--- src/rtl/palette_reader_if.sv ---
// palette_reader_if
//   Bundles every non-clock/reset signal of palette_reader.
//   master : pixel source, mask/control registers, palette RAM and video sink
//            (the side that feeds the block and consumes its stream)
//   slave  : the palette_reader itself
//   Signal groups:
//     pixel in     line_start, pix_valid, pix_ready, bg_pat, bg_attr, spr_pat,
//                  spr_pal, spr_behind, spr_zero
//     mask/control show_bg, show_spr, show_bg_left, show_spr_left, greyscale,
//                  emphasis, sprite0_clear
//     palette RAM  pram_addr (to RAM), pram_data (from RAM, combinational)
//     video out    out_valid, out_ready, out_color, out_emph
//     status       sprite0_hit
interface palette_reader_if;
   logic       line_start;
   logic       pix_valid;
   logic       pix_ready;
   logic [1:0] bg_pat;
   logic [1:0] bg_attr;
   logic [1:0] spr_pat;
   logic [1:0] spr_pal;
   logic       spr_behind;
   logic       spr_zero;
   logic       show_bg;
   logic       show_spr;
   logic       show_bg_left;
   logic       show_spr_left;
   logic       greyscale;
   logic [2:0] emphasis;
   logic [4:0] pram_addr;
   logic [5:0] pram_data;
   logic       out_valid;
   logic       out_ready;
   logic [5:0] out_color;
   logic [2:0] out_emph;
   logic       sprite0_hit;
   logic       sprite0_clear;

   modport master (
      output line_start, pix_valid, bg_pat, bg_attr, spr_pat, spr_pal,
             spr_behind, spr_zero, show_bg, show_spr, show_bg_left,
             show_spr_left, greyscale, emphasis, pram_data, out_ready,
             sprite0_clear,
      input  pix_ready, pram_addr, out_valid, out_color, out_emph, sprite0_hit
   );

   modport slave (
      input  line_start, pix_valid, bg_pat, bg_attr, spr_pat, spr_pal,
             spr_behind, spr_zero, show_bg, show_spr, show_bg_left,
             show_spr_left, greyscale, emphasis, pram_data, out_ready,
             sprite0_clear,
      output pix_ready, pram_addr, out_valid, out_color, out_emph, sprite0_hit
   );
endinterface

--- src/rtl/palette_reader.sv ---
// palette_reader
//   Read-side consumer of the palette RAM. Resolves background/sprite priority
//   with left-column masking, forms the 5-bit palette address, reads the RAM,
//   applies greyscale and streams {emphasis, colour} through a small FIFO.
//   Also raises a sticky sprite-0 hit flag.
// Ports
//   clock  system clock
//   reset  synchronous, active-high
//   bus    palette_reader_if.slave (pixel in, controls, palette RAM, video out)
// Handshakes (both valid/ready): a transfer happens on a rising edge where
//   valid && ready are both high. valid/data are held by the producer until the
//   transfer; ready may change freely and never depends on valid.
//   pixel in : pix_valid / pix_ready
//   video out: out_valid / out_ready
module palette_reader #(
   parameter int FIFO_DEPTH = 4
) (
   input  logic             clock,
   input  logic             reset,
   palette_reader_if.slave  bus
);
   localparam int AW = (FIFO_DEPTH > 1) ? $clog2(FIFO_DEPTH) : 1;
   localparam int CW = AW + 1;
   localparam logic [CW-1:0] DEPTH_C = CW'(FIFO_DEPTH);

   // pixel intake / stage 1
   logic [7:0]    x_cnt;
   logic [7:0]    pix_x;
   logic          accept;
   logic          bg_op;
   logic          sp_op;
   logic          s0_set;
   logic [4:0]    addr_d;
   logic [4:0]    pram_addr_q;
   logic          s1_valid;
   logic          s1_grey;
   logic [2:0]    s1_emph;
   logic          hit_q;

   // stage 2 / output FIFO
   logic [8:0]    mem [FIFO_DEPTH];
   logic [AW-1:0] rd_ptr;
   logic [AW-1:0] wr_ptr;
   logic [CW-1:0] count;
   logic [CW-1:0] occupancy;
   logic [8:0]    push_word;
   logic [8:0]    hold_word;
   logic [8:0]    head_word;
   logic          push;
   logic          pop;
   logic          empty;

   // The pixel sitting in stage 1 is counted against the FIFO, so it always
   // has a slot reserved when it is written one cycle later.
   assign occupancy     = count + CW'(s1_valid);
   assign bus.pix_ready = (occupancy < DEPTH_C);
   assign accept        = bus.pix_valid && bus.pix_ready;

   assign pix_x = bus.line_start ? 8'd0 : x_cnt;

   // x>=8 is simply "any of bits 7..3 set"
   assign bg_op = bus.show_bg && (bus.bg_pat != 2'd0)
                  && ((pix_x[7:3] != 5'd0) || bus.show_bg_left);
   assign sp_op = bus.show_spr && (bus.spr_pat != 2'd0)
                  && ((pix_x[7:3] != 5'd0) || bus.show_spr_left);

   // Transparent pixels always map to entry 0, never to the 0x10/14/18/1C mirrors.
   always_comb begin
      addr_d = 5'h00;
      if (sp_op && (!bg_op || !bus.spr_behind)) begin
         addr_d = {1'b1, bus.spr_pal, bus.spr_pat};
      end else if (bg_op) begin
         addr_d = {1'b0, bus.bg_attr, bus.bg_pat};
      end
   end

   // Sprite-0 hit ignores the priority bit and never fires at x=255.
   assign s0_set = accept && bus.spr_zero && bg_op && sp_op && (pix_x != 8'hFF);

   always_ff @(posedge clock) begin
      if (reset) begin
         x_cnt       <= 8'd0;
         pram_addr_q <= 5'h00;
         s1_valid    <= 1'b0;
         s1_grey     <= 1'b0;
         s1_emph     <= 3'd0;
         hit_q       <= 1'b0;
      end else begin
         s1_valid <= accept;
         if (accept) begin
            x_cnt       <= pix_x + 8'd1;
            pram_addr_q <= addr_d;
            s1_grey     <= bus.greyscale;
            s1_emph     <= bus.emphasis;
         end
         // clear beats a same-cycle set
         if (bus.sprite0_clear) begin
            hit_q <= 1'b0;
         end else if (s0_set) begin
            hit_q <= 1'b1;
         end
      end
   end

   // Stage 2: RAM data is combinational from the registered address.
   assign push      = s1_valid;
   assign push_word = {s1_emph, s1_grey ? (bus.pram_data & 6'h30) : bus.pram_data};

   assign empty     = (count == CW'(0));
   assign pop       = !empty && bus.out_ready;
   assign head_word = empty ? hold_word : mem[rd_ptr];

   always_ff @(posedge clock) begin
      if (push) begin
         mem[wr_ptr] <= push_word;
      end
   end

   always_ff @(posedge clock) begin
      if (reset) begin
         rd_ptr    <= '0;
         wr_ptr    <= '0;
         count     <= '0;
         hold_word <= 9'd0;
      end else begin
         if (push) begin
            wr_ptr <= wr_ptr + AW'(1);
         end
         if (pop) begin
            rd_ptr    <= rd_ptr + AW'(1);
            hold_word <= mem[rd_ptr];
         end
         case ({push, pop})
            2'b10:   count <= count + CW'(1);
            2'b01:   count <= count - CW'(1);
            default: count <= count;
         endcase
      end
   end

   assign bus.pram_addr   = pram_addr_q;
   assign bus.out_valid   = !empty;
   assign bus.out_color   = head_word[5:0];
   assign bus.out_emph    = head_word[8:6];
   assign bus.sprite0_hit = hit_q;
endmodule
--- src/flat_wrapper.sv ---
// flat-port wrapper written by rule: the top's interface ports become plain ports
module palette_reader_flat 
#(
   parameter int FIFO_DEPTH = 4
)
  (clock, reset, bus_line_start, bus_pix_valid, bus_bg_pat, bus_bg_attr, bus_spr_pat, bus_spr_pal, bus_spr_behind, bus_spr_zero, bus_show_bg, bus_show_spr, bus_show_bg_left, bus_show_spr_left, bus_greyscale, bus_emphasis, bus_pram_data, bus_out_ready, bus_sprite0_clear, bus_pix_ready, bus_pram_addr, bus_out_valid, bus_out_color, bus_out_emph, bus_sprite0_hit);
  palette_reader_if bus_i ();
  input  logic clock;
  input  logic reset;
  input wire logic [$bits(bus_i.line_start)-1:0] bus_line_start;
  input wire logic [$bits(bus_i.pix_valid)-1:0] bus_pix_valid;
  input wire logic [$bits(bus_i.bg_pat)-1:0] bus_bg_pat;
  input wire logic [$bits(bus_i.bg_attr)-1:0] bus_bg_attr;
  input wire logic [$bits(bus_i.spr_pat)-1:0] bus_spr_pat;
  input wire logic [$bits(bus_i.spr_pal)-1:0] bus_spr_pal;
  input wire logic [$bits(bus_i.spr_behind)-1:0] bus_spr_behind;
  input wire logic [$bits(bus_i.spr_zero)-1:0] bus_spr_zero;
  input wire logic [$bits(bus_i.show_bg)-1:0] bus_show_bg;
  input wire logic [$bits(bus_i.show_spr)-1:0] bus_show_spr;
  input wire logic [$bits(bus_i.show_bg_left)-1:0] bus_show_bg_left;
  input wire logic [$bits(bus_i.show_spr_left)-1:0] bus_show_spr_left;
  input wire logic [$bits(bus_i.greyscale)-1:0] bus_greyscale;
  input wire logic [$bits(bus_i.emphasis)-1:0] bus_emphasis;
  input wire logic [$bits(bus_i.pram_data)-1:0] bus_pram_data;
  input wire logic [$bits(bus_i.out_ready)-1:0] bus_out_ready;
  input wire logic [$bits(bus_i.sprite0_clear)-1:0] bus_sprite0_clear;
  output wire logic [$bits(bus_i.pix_ready)-1:0] bus_pix_ready;
  output wire logic [$bits(bus_i.pram_addr)-1:0] bus_pram_addr;
  output wire logic [$bits(bus_i.out_valid)-1:0] bus_out_valid;
  output wire logic [$bits(bus_i.out_color)-1:0] bus_out_color;
  output wire logic [$bits(bus_i.out_emph)-1:0] bus_out_emph;
  output wire logic [$bits(bus_i.sprite0_hit)-1:0] bus_sprite0_hit;
  assign bus_i.line_start = bus_line_start;
  assign bus_i.pix_valid = bus_pix_valid;
  assign bus_i.bg_pat = bus_bg_pat;
  assign bus_i.bg_attr = bus_bg_attr;
  assign bus_i.spr_pat = bus_spr_pat;
  assign bus_i.spr_pal = bus_spr_pal;
  assign bus_i.spr_behind = bus_spr_behind;
  assign bus_i.spr_zero = bus_spr_zero;
  assign bus_i.show_bg = bus_show_bg;
  assign bus_i.show_spr = bus_show_spr;
  assign bus_i.show_bg_left = bus_show_bg_left;
  assign bus_i.show_spr_left = bus_show_spr_left;
  assign bus_i.greyscale = bus_greyscale;
  assign bus_i.emphasis = bus_emphasis;
  assign bus_i.pram_data = bus_pram_data;
  assign bus_i.out_ready = bus_out_ready;
  assign bus_i.sprite0_clear = bus_sprite0_clear;
  assign bus_pix_ready = bus_i.pix_ready;
  assign bus_pram_addr = bus_i.pram_addr;
  assign bus_out_valid = bus_i.out_valid;
  assign bus_out_color = bus_i.out_color;
  assign bus_out_emph = bus_i.out_emph;
  assign bus_sprite0_hit = bus_i.sprite0_hit;
  palette_reader #(.FIFO_DEPTH(FIFO_DEPTH)) u_core (.clock(clock), .reset(reset), .bus(bus_i));
endmodule
--- config.mk ---
export PLATFORM = sky130hd
export DESIGN_NAME = palette_reader_flat
export DESIGN_NICKNAME = d
export VERILOG_FILES = /design/src/rtl/palette_reader_if.sv /design/src/rtl/palette_reader.sv /design/src/flat_wrapper.sv
export SDC_FILE = /design/constraint.sdc
export NUM_CORES = 1
export LEC_CHECK = 0
export CAP_MARGIN = 20
export CORE_AREA = 2 2 75 105
export CTS_BUF_LIST = sky130_fd_sc_hd__clkbuf_16
export CTS_CLUSTER_SIZE = 40
export DETAILED_ROUTE_END_ITERATION = 6
export DIE_AREA = 0 0 77 107
export PLACE_DENSITY = 0.7
export SETUP_SLACK_MARGIN = 0.3
export SYNTH_ARGS = -nofsm -noshare
export SYNTH_HDL_FRONTEND = slang
export SYNTH_SLANG_ARGS = --single-unit
--- constraint.sdc ---
create_clock -name clock -period 7.62 [get_ports clock]
set_input_delay 1.905 -clock clock [delete_from_list [all_inputs] [get_ports clock]]
set_output_delay 1.905 -clock clock [all_outputs]
set_load 0.005 [all_outputs]
==> run metrics, run 1 <==
row count=37; ys flop type=dfxtp_1; fillers=672; WHS Endpoint=u_core.hold_word[0]; Syn Nets=around 310; async set-or-reset flop fraction in the synthesized netlist=0%; r2r endpoint=u_core.count[2]; Tcrit/Tclk final=a little under three fifths; DRC viols=0; first-pass GRT wire length=slightly above 10000 um; CORE AREA=between 7000 and 8000 um2; vias in the first global route=2237; CTS Hold Bufs=0; antenna violations before repair=0; Leakage=0.001359 uW; Hold Path Stages=2; post-synth cell types=41; syn_area_per_cell=~12 um2; synthesis-to-finish area growth=24.88%; Final HPWL DP=4253 um; WL/cell=about 14 um; slowest stage delay, CP=0.70 ns; DRT iter0 DRCs=roughly 100; clock buffer depth=2; sequence of cells on the critical path=mux4_2 -> mux2_2 -> clkdlybuf4s50_1; total wire length=6095 um; routability-driven placement congestion ratio=0.8087; multi-input logic area=1269 um2; number of synthesized register bits=between 70 and 80; Worst Max-Slew Pin Slew=0.6914 ns; Synth warnings=0; post-CTS sizing=0; Setup crit start kind=flop; FF-to-FF setup slack=4.69 ns; Setup Fix Bufs, Post-CTS=0; Die Wd=approximately 77 um; Hold Vio Cnt, Final=0; Die Span Y=107 um; routed via count=around 2200; critical path endpoint category=primary output; register area share after synthesis=57.32%; unrepaired setup endpoints after global routing=false; Clock Tree Root=clkbuf_16; total gr overflow=0; final setup margin=3.357 ns; R2R Path Start=u_core.count[2]; max-cap viol count=0; Sink Count=73; DR pass1 iterations=4; Setup CP Type=flop to primary output; r2r worst-path depth=9; antenna diode count=0; Max Clock Skew=0.003644 ns; cts bufs inserted=9; DR vias/cell=5.135; Post-synth EDFFs=36; layout cells sized above 1=12.04%; TNS Setup=0 ns; status=completed; Antenna Violating Nets Remaining=0; maximum vdd drop=119.4 uV; Tmin final=about 4.3 ns; Initial Utilization=43.45%; PD cells=a little under 300 nW/um2; Mapped Area=between 3000 and 4000 um2; Rel. slew slack=about 54%; Post-Synthesis Cells=274; Clk Latency, worst-skew pair=0.32 ns; hold_sp=u_core.hold_word[0]; NumNets Final=356; delay-heaviest family, CP=multiplexers; CTS tree=done; # port buffers=between 40 and 50; CTS clock-pin slew for the worst setup and hold paths=0.05 ns; final setup fails=0; pin count of the biggest net entering global routing=21; CP max FO=9; CP Buf/Inv Count=1; IO Count=47; die area=8239 um2; Data arrival, critical path=2.36 ns; Highest Clock Rate=234.6 MHz; Crit-path slowest cell=dfxtp_1; post-place setup slack=3.291 ns; CP required=approximately 5.7 ns; register area=1822 um2; hold crit path type=flop to flop; All-Layer GR Usage=16.30%; H-tree levels=3; Slew Viols, Final=0
[cell usage after synthesis, drive strengths merged, types with 5 or more instances]
cell type  count  area, um2
mux4           9      202.7
nor2b          8      50.05
clkbuf         9      33.78
a21oi         24      120.1
inv            7      26.28
ha             6      75.07
nand2         39      146.4
buf            5      27.52
and2           5      31.28
nor2          20      75.07
or3            5      36.28
edfxtp        36       1081
mux2          10      112.6
dfxtp         37      740.7
o21ai         14      70.07
[metal layers]
metal	global-route usage, %	share of wire, %	vias up
met3	5.219	5.3	7
met5	0	0	-
met4	7.781	1.9	0
met2	28.01	52	53
li1	-	-	1074
met1	18.30	41	1028
[where the power goes]
| group | switching (uW) | internal, uW | total, uW | leakage, uW |
|---|---|---|---|---|
| combinational | 130 | 184 | 314 | 0.000594 |
| sequential | 37.5 | 454 | 492 | 0.000632 |
| clock | 147 | 213 | 360 | 0.000133 |
| total | 314 | 852 | 1170 | 0.00136 |
[worst max-delay path by stage]
stage                  start               end  cells after the start
2_1_floorplan  bus_out_ready   u_core.count[2]                      9
3_3_place_gp   bus_out_ready   u_core.count[2]                      9
3_5_place_dp   bus_out_ready   u_core.count[2]                      9
4_1_cts                 flop  bus_out_color[4]                      3
5_1_grt                 flop  bus_out_color[4]                      3
6_report                flop  bus_out_color[4]                      3
[logic make-up after synthesis]
| family | synth area share (%) |
|---|---|
| mux | 10.67 |
| xor+xnor | 1.654 |
| compound gates | 10.51 |
| simple gates | 14.09 |
| flops | 57.32 |
| fa+ha+maj | 2.992 |
| buf+inv | 2.756 |
[sequential cells by signal, indices dropped and copies added (netlist names), named ones only]
name                    cells
u_core.bus.pram_addr        5
u_core.bus.sprite0_hit      1
u_core.count                3
u_core.hold_word            9
u_core.mem                 36
u_core.push                 1
u_core.rd_ptr               2
u_core.s1_emph              3
u_core.s1_grey              1
u_core.wr_ptr               2
u_core.x_cnt                8
[layout by cell type (no fill, tap or decap), drive strengths merged]
master / synthesis / final
and2: 5 / 5
nand2b: 3 / 3
nor2b: 8 / 8
nand4b: 1 / 1
nor4: 2 / 2
xnor2: 3 / 3
clkdlybuf4s50: 0 / 46
a32oi: 2 / 2
nand3: 2 / 2
nand4: 1 / 1
a211oi: 3 / 3
nand2: 39 / 39
xor2: 3 / 3
clkbuf: 9 / 9
mux4: 9 / 9
and3: 2 / 2
nor3b: 1 / 1
a2111oi: 1 / 1
fa: 1 / 1
ha: 6 / 6
a22oi: 1 / 1
buf: 5 / 2
mux2: 10 / 10
mux2i: 2 / 2
a31oi: 3 / 3
clkinv: 0 / 6
edfxtp: 36 / 36
inv: 7 / 8
o211a: 1 / 1
nor2: 20 / 20
nand3b: 3 / 3
or3: 5 / 5
o21ai: 14 / 14
o21a: 1 / 1
dfxtp: 37 / 37
o211ai: 2 / 2
a21oi: 24 / 24
nor3: 2 / 2
[cell type report]
cell class | count | share of cell area (%)
clock buffers | 9 | 5.675
clock inverters | 7 | 0.7566
inverters | 7 | 0.6620
multi-input cells | 180 | 31.97
flip-flops and latches | 73 | 45.90
well taps | 97 | 3.058
repair buffers | 48 | 11.98
[worst register-to-register path: stages (launching register included)]
cell	delay (ns)
dfxtp_1	0.43
or3_1	0.43
nand2_1	0.31
inv_1	0.38
ha_1	0.26
inv_1	0.06
fa_1	0.38
xor2_1	0.16
or3_1	0.30
a21oi_1	0.14
[metrics by stage]
step           cells  power, uW  cell area (um2)  hold slack (ns)  util [%]
5_1_grt          421       1236             3969           0.4862     54.26
2_1_floorplan    274      685.5             3178           0.4338         -
6_report         421       1166             3969           0.4487     54.26
3_5_place_dp     405      817.2             3714           0.4454     50.77
4_1_cts          421       1181             3969           0.4529     54.26
3_3_place_gp     405      812.8             3714           0.4404     50.77
(Power assumes the default switching activity.)
==> inputs of run 2 (changes only) <==
--- a/config.mk
+++ b/config.mk
@@ -11,7 +11,7 @@
 export CTS_CLUSTER_SIZE = 40
 export DETAILED_ROUTE_END_ITERATION = 6
 export DIE_AREA = 0 0 77 107
-export PLACE_DENSITY = 0.7
+export PLACE_DENSITY = 0.73
 export SETUP_SLACK_MARGIN = 0.3
 export SYNTH_ARGS = -nofsm -noshare
 export SYNTH_HDL_FRONTEND = slang
==> constraint.sdc (replaced) <==
create_clock -name clock -period 3.8 [get_ports clock]
set_input_delay 0.95 -clock clock [delete_from_list [all_inputs] [get_ports clock]]
set_output_delay 0.95 -clock clock [all_outputs]
set_load 0.005 [all_outputs]
==> run 2 against run 1 <==
Effect of this change: wire length is 0.21% higher; utilization is 1.2 points higher; register-to-register slack lost 3.6 ns; critical path depth is the same; design area increased by 2.2%; total power grew 120%; clock-buffer cell count did not move; clock power rose to 2.6 times the previous value; clock skew increased by 0.0030 ns; via count is 0.28% higher; sequential cell count stayed put; critical path type unchanged; critical endpoint is now bus_out_emph[1].
==> run metrics, run 2 (synthesis results as in run 1) <==
first-pass GRT wire length=10300 um (-0.53%); WHS=0.4517 ns (+0.003012 ns); most frequent cells in the layout=clkdlybuf4s50_1 (46), nand2_1 (39), dfxtp_1 (37); clock group share of total power=36.6% (+5.7 points); Setup CP Type=flop to primary output; Comb pwr share=24.9% (-2.0 points); final cell area excluding filler cells=4056 um2 (+2.2%); Data arrival, critical path=2.34 ns (-0.02 ns); PD cells=632.0 nW/um2 (+120%); Initial Utilization=43.45% (unchanged); max reg flops=36 (unchanged); Clock Tree Root=clkbuf_16; Post-DP Area=3721 um2 (+0.20%); Max Clock Skew=0.006611 ns (+0.002967 ns); antenna diode count=0 (unchanged); placed instance count=406 (+0.25%); Rel. slew slack=53.61% (-0.15 points); sequential share of power=38.5% (-3.7 points); routed via count=2168 (+0.28%); r2r worst-path depth=9 (unchanged); Crit-path slowest cell=dfxtp_1; final setup fails=0 (unchanged); leading cell type in the layout, fill and taps excluded=clkdlybuf4s50_1; routability-driven placement congestion ratio=0.8332 (+3.0%); CP Buf/Inv Count=1 (unchanged); CP max FO=9 (unchanged); Tcrit/Tclk final=86.70%; Sw Ratio=25.07% (-1.9 points); multi-input logic area=1269 um2 (unchanged); Highest Clock Rate=303.5 MHz; critical path endpoint category=primary output; Antenna Violating Nets Remaining=0 (unchanged); Worst Max-Slew Pin Slew=0.6823 ns (-0.009073 ns); cts bufs inserted=9 (unchanged); Sink Count=73 (unchanged); Largest Register=u_core.mem; maximum vdd drop=273.3 uV (+130%); CP required=2.85 ns (-2.87 ns); Final Non-Filler Cells=422 (+0.24%); # port buffers=46 (unchanged); slowest stage delay, CP=0.69 ns (about the same); synthesis-to-finish area growth=27.64%; sequence of cells on the critical path=mux4_2 -> mux2_2 -> clkdlybuf4s50_1; Die Wd=77 um (unchanged); antenna violations before repair=0 (unchanged); DR vias/cell=5.137 (about the same); DR pass1 iterations=4 (unchanged); max-cap viol count=0 (unchanged); Leakage=0.001395 uW (+2.7%); Die Span Y=107 um (unchanged); TNS Setup=0 ns (unchanged); unrepaired setup endpoints after global routing=false; total wire length=6108 um (+0.21%); R2R Path Start=u_core.count[2]; CTS Hold Bufs=0 (unchanged); Slew Viols, Final=0 (unchanged); WL/cell=14.47 um (about the same); H-tree levels=3 (unchanged); All-Layer GR Usage=16.27% (-0.027 points); Setup crit start kind=flop; hold crit path type=flop to flop; FF-to-FF setup slack=1.06 ns (-3.63 ns); pin count of the biggest net entering global routing=20 (-4.8%); Hold Vio Cnt, Final=0 (unchanged); Clk Latency, worst-skew pair=0.33 ns (about the same); Int Pwr=1921 uW (+130%); Setup Fix Bufs, Post-CTS=0 (unchanged); CORE AREA=7315 um2 (unchanged); status=completed; register area=1822 um2 (unchanged); Final HPWL DP=4310 um (+1.3%); IO Count=47 (unchanged); Tmin final=between 3 and 4 ns; DRC viols=0 (unchanged); total gr overflow=0 (unchanged); total power=2564 uW (+120%); CTS tree=done; vias in the first global route=2204 (-1.5%); layout cells sized above 1=12.92% (+0.89 points); clock buffer depth=2 (unchanged); biggest regs=u_core.mem: 36 flops, u_core.hold_word: 9 flops, u_core.x_cnt: 8 flops; DRT iter0 DRCs=71 (-30%); WHS Endpoint=u_core.hold_word[1]; hold_sp=u_core.hold_word[1]; post-CTS sizing=0 (unchanged); die area=8239 um2 (unchanged); r2r endpoint=u_core.count[2]; CTS clock-pin slew for the worst setup and hold paths=0.05 ns (about the same); P_sw=642.8 uW (+100%); delay-heaviest family, CP=multiplexers; Hold Path Stages=2 (unchanged); NumNets Final=357 (+0.28%); row count=37 (unchanged); fillers=655 (-2.5%)
## run 2: cell count changes in the layout (fill, tap and decap cells not counted)
cell        before  now
clkinvlp_4       0    1
bufinv_16        0    3
clkinv_2         3    1
buf_4            2    3
clkinv_1         3    1
## run 2: layout make-up
cell class	count	area share [%]
Clock inverter	7	2.714
Timing Repair Buffer	49	11.91
Inverter	7	0.6477
Multi-Input combinational cell	180	31.28
Tap cell	97	2.992
Sequential cell	73	44.91
Clock buffer	9	5.552
## run 2: worst reg2reg max path: stages (launching register included)
cell and delay, ns:
dfxtp_1 0.42, or3_1 0.44, nand2_1 0.33, inv_1 0.15
ha_1 0.20, inv_1 0.07, fa_1 0.39, xor2_1 0.17
or3_1 0.32, a21oi_1 0.17
## run 2: how the worst max path moves through the flow
stage,from,end,slack (ns),cells after the start
2_1_floorplan,bus_out_ready,u_core.count[2],1.03,9
3_3_place_gp,bus_out_ready,u_core.count[2],0.76,9
3_5_place_dp,bus_out_ready,u_core.count[2],0.58,9
4_1_cts,flop,bus_out_emph[1],0.44,3
5_1_grt,flop,bus_out_emph[2],0.34,3
6_report,flop,bus_out_emph[1],0.51,3
## run 2: through the flow
| stage | setup slack (ns) | util [%] |
|---|---|---|
| after detailed placement | 0.5820 | 50.87 |
| after CTS | 0.4435 | 55.46 |
| after floorplan | 1.030 | - |
| after global routing | 0.3355 | 55.46 |
| after global placement | 0.7574 | 50.87 |
| final | 0.5053 | 55.46 |
## run 2: power by group through the flow
stage	clock network [uW]	registers, uW	logic (uW)
5_1_grt	989	1000	702
3_5_place_dp	0	1010	641
2_1_floorplan	0	959	416
3_3_place_gp	0	1000	634
6_report	938	987	639
4_1_cts	953	989	649
## run 2: metal layers
layer  track usage (%)  routed length [um]
met1             17.33                2426
met2             28.70                3215
met3             4.798                 333
met4             9.056                 131
met5                 0                   0
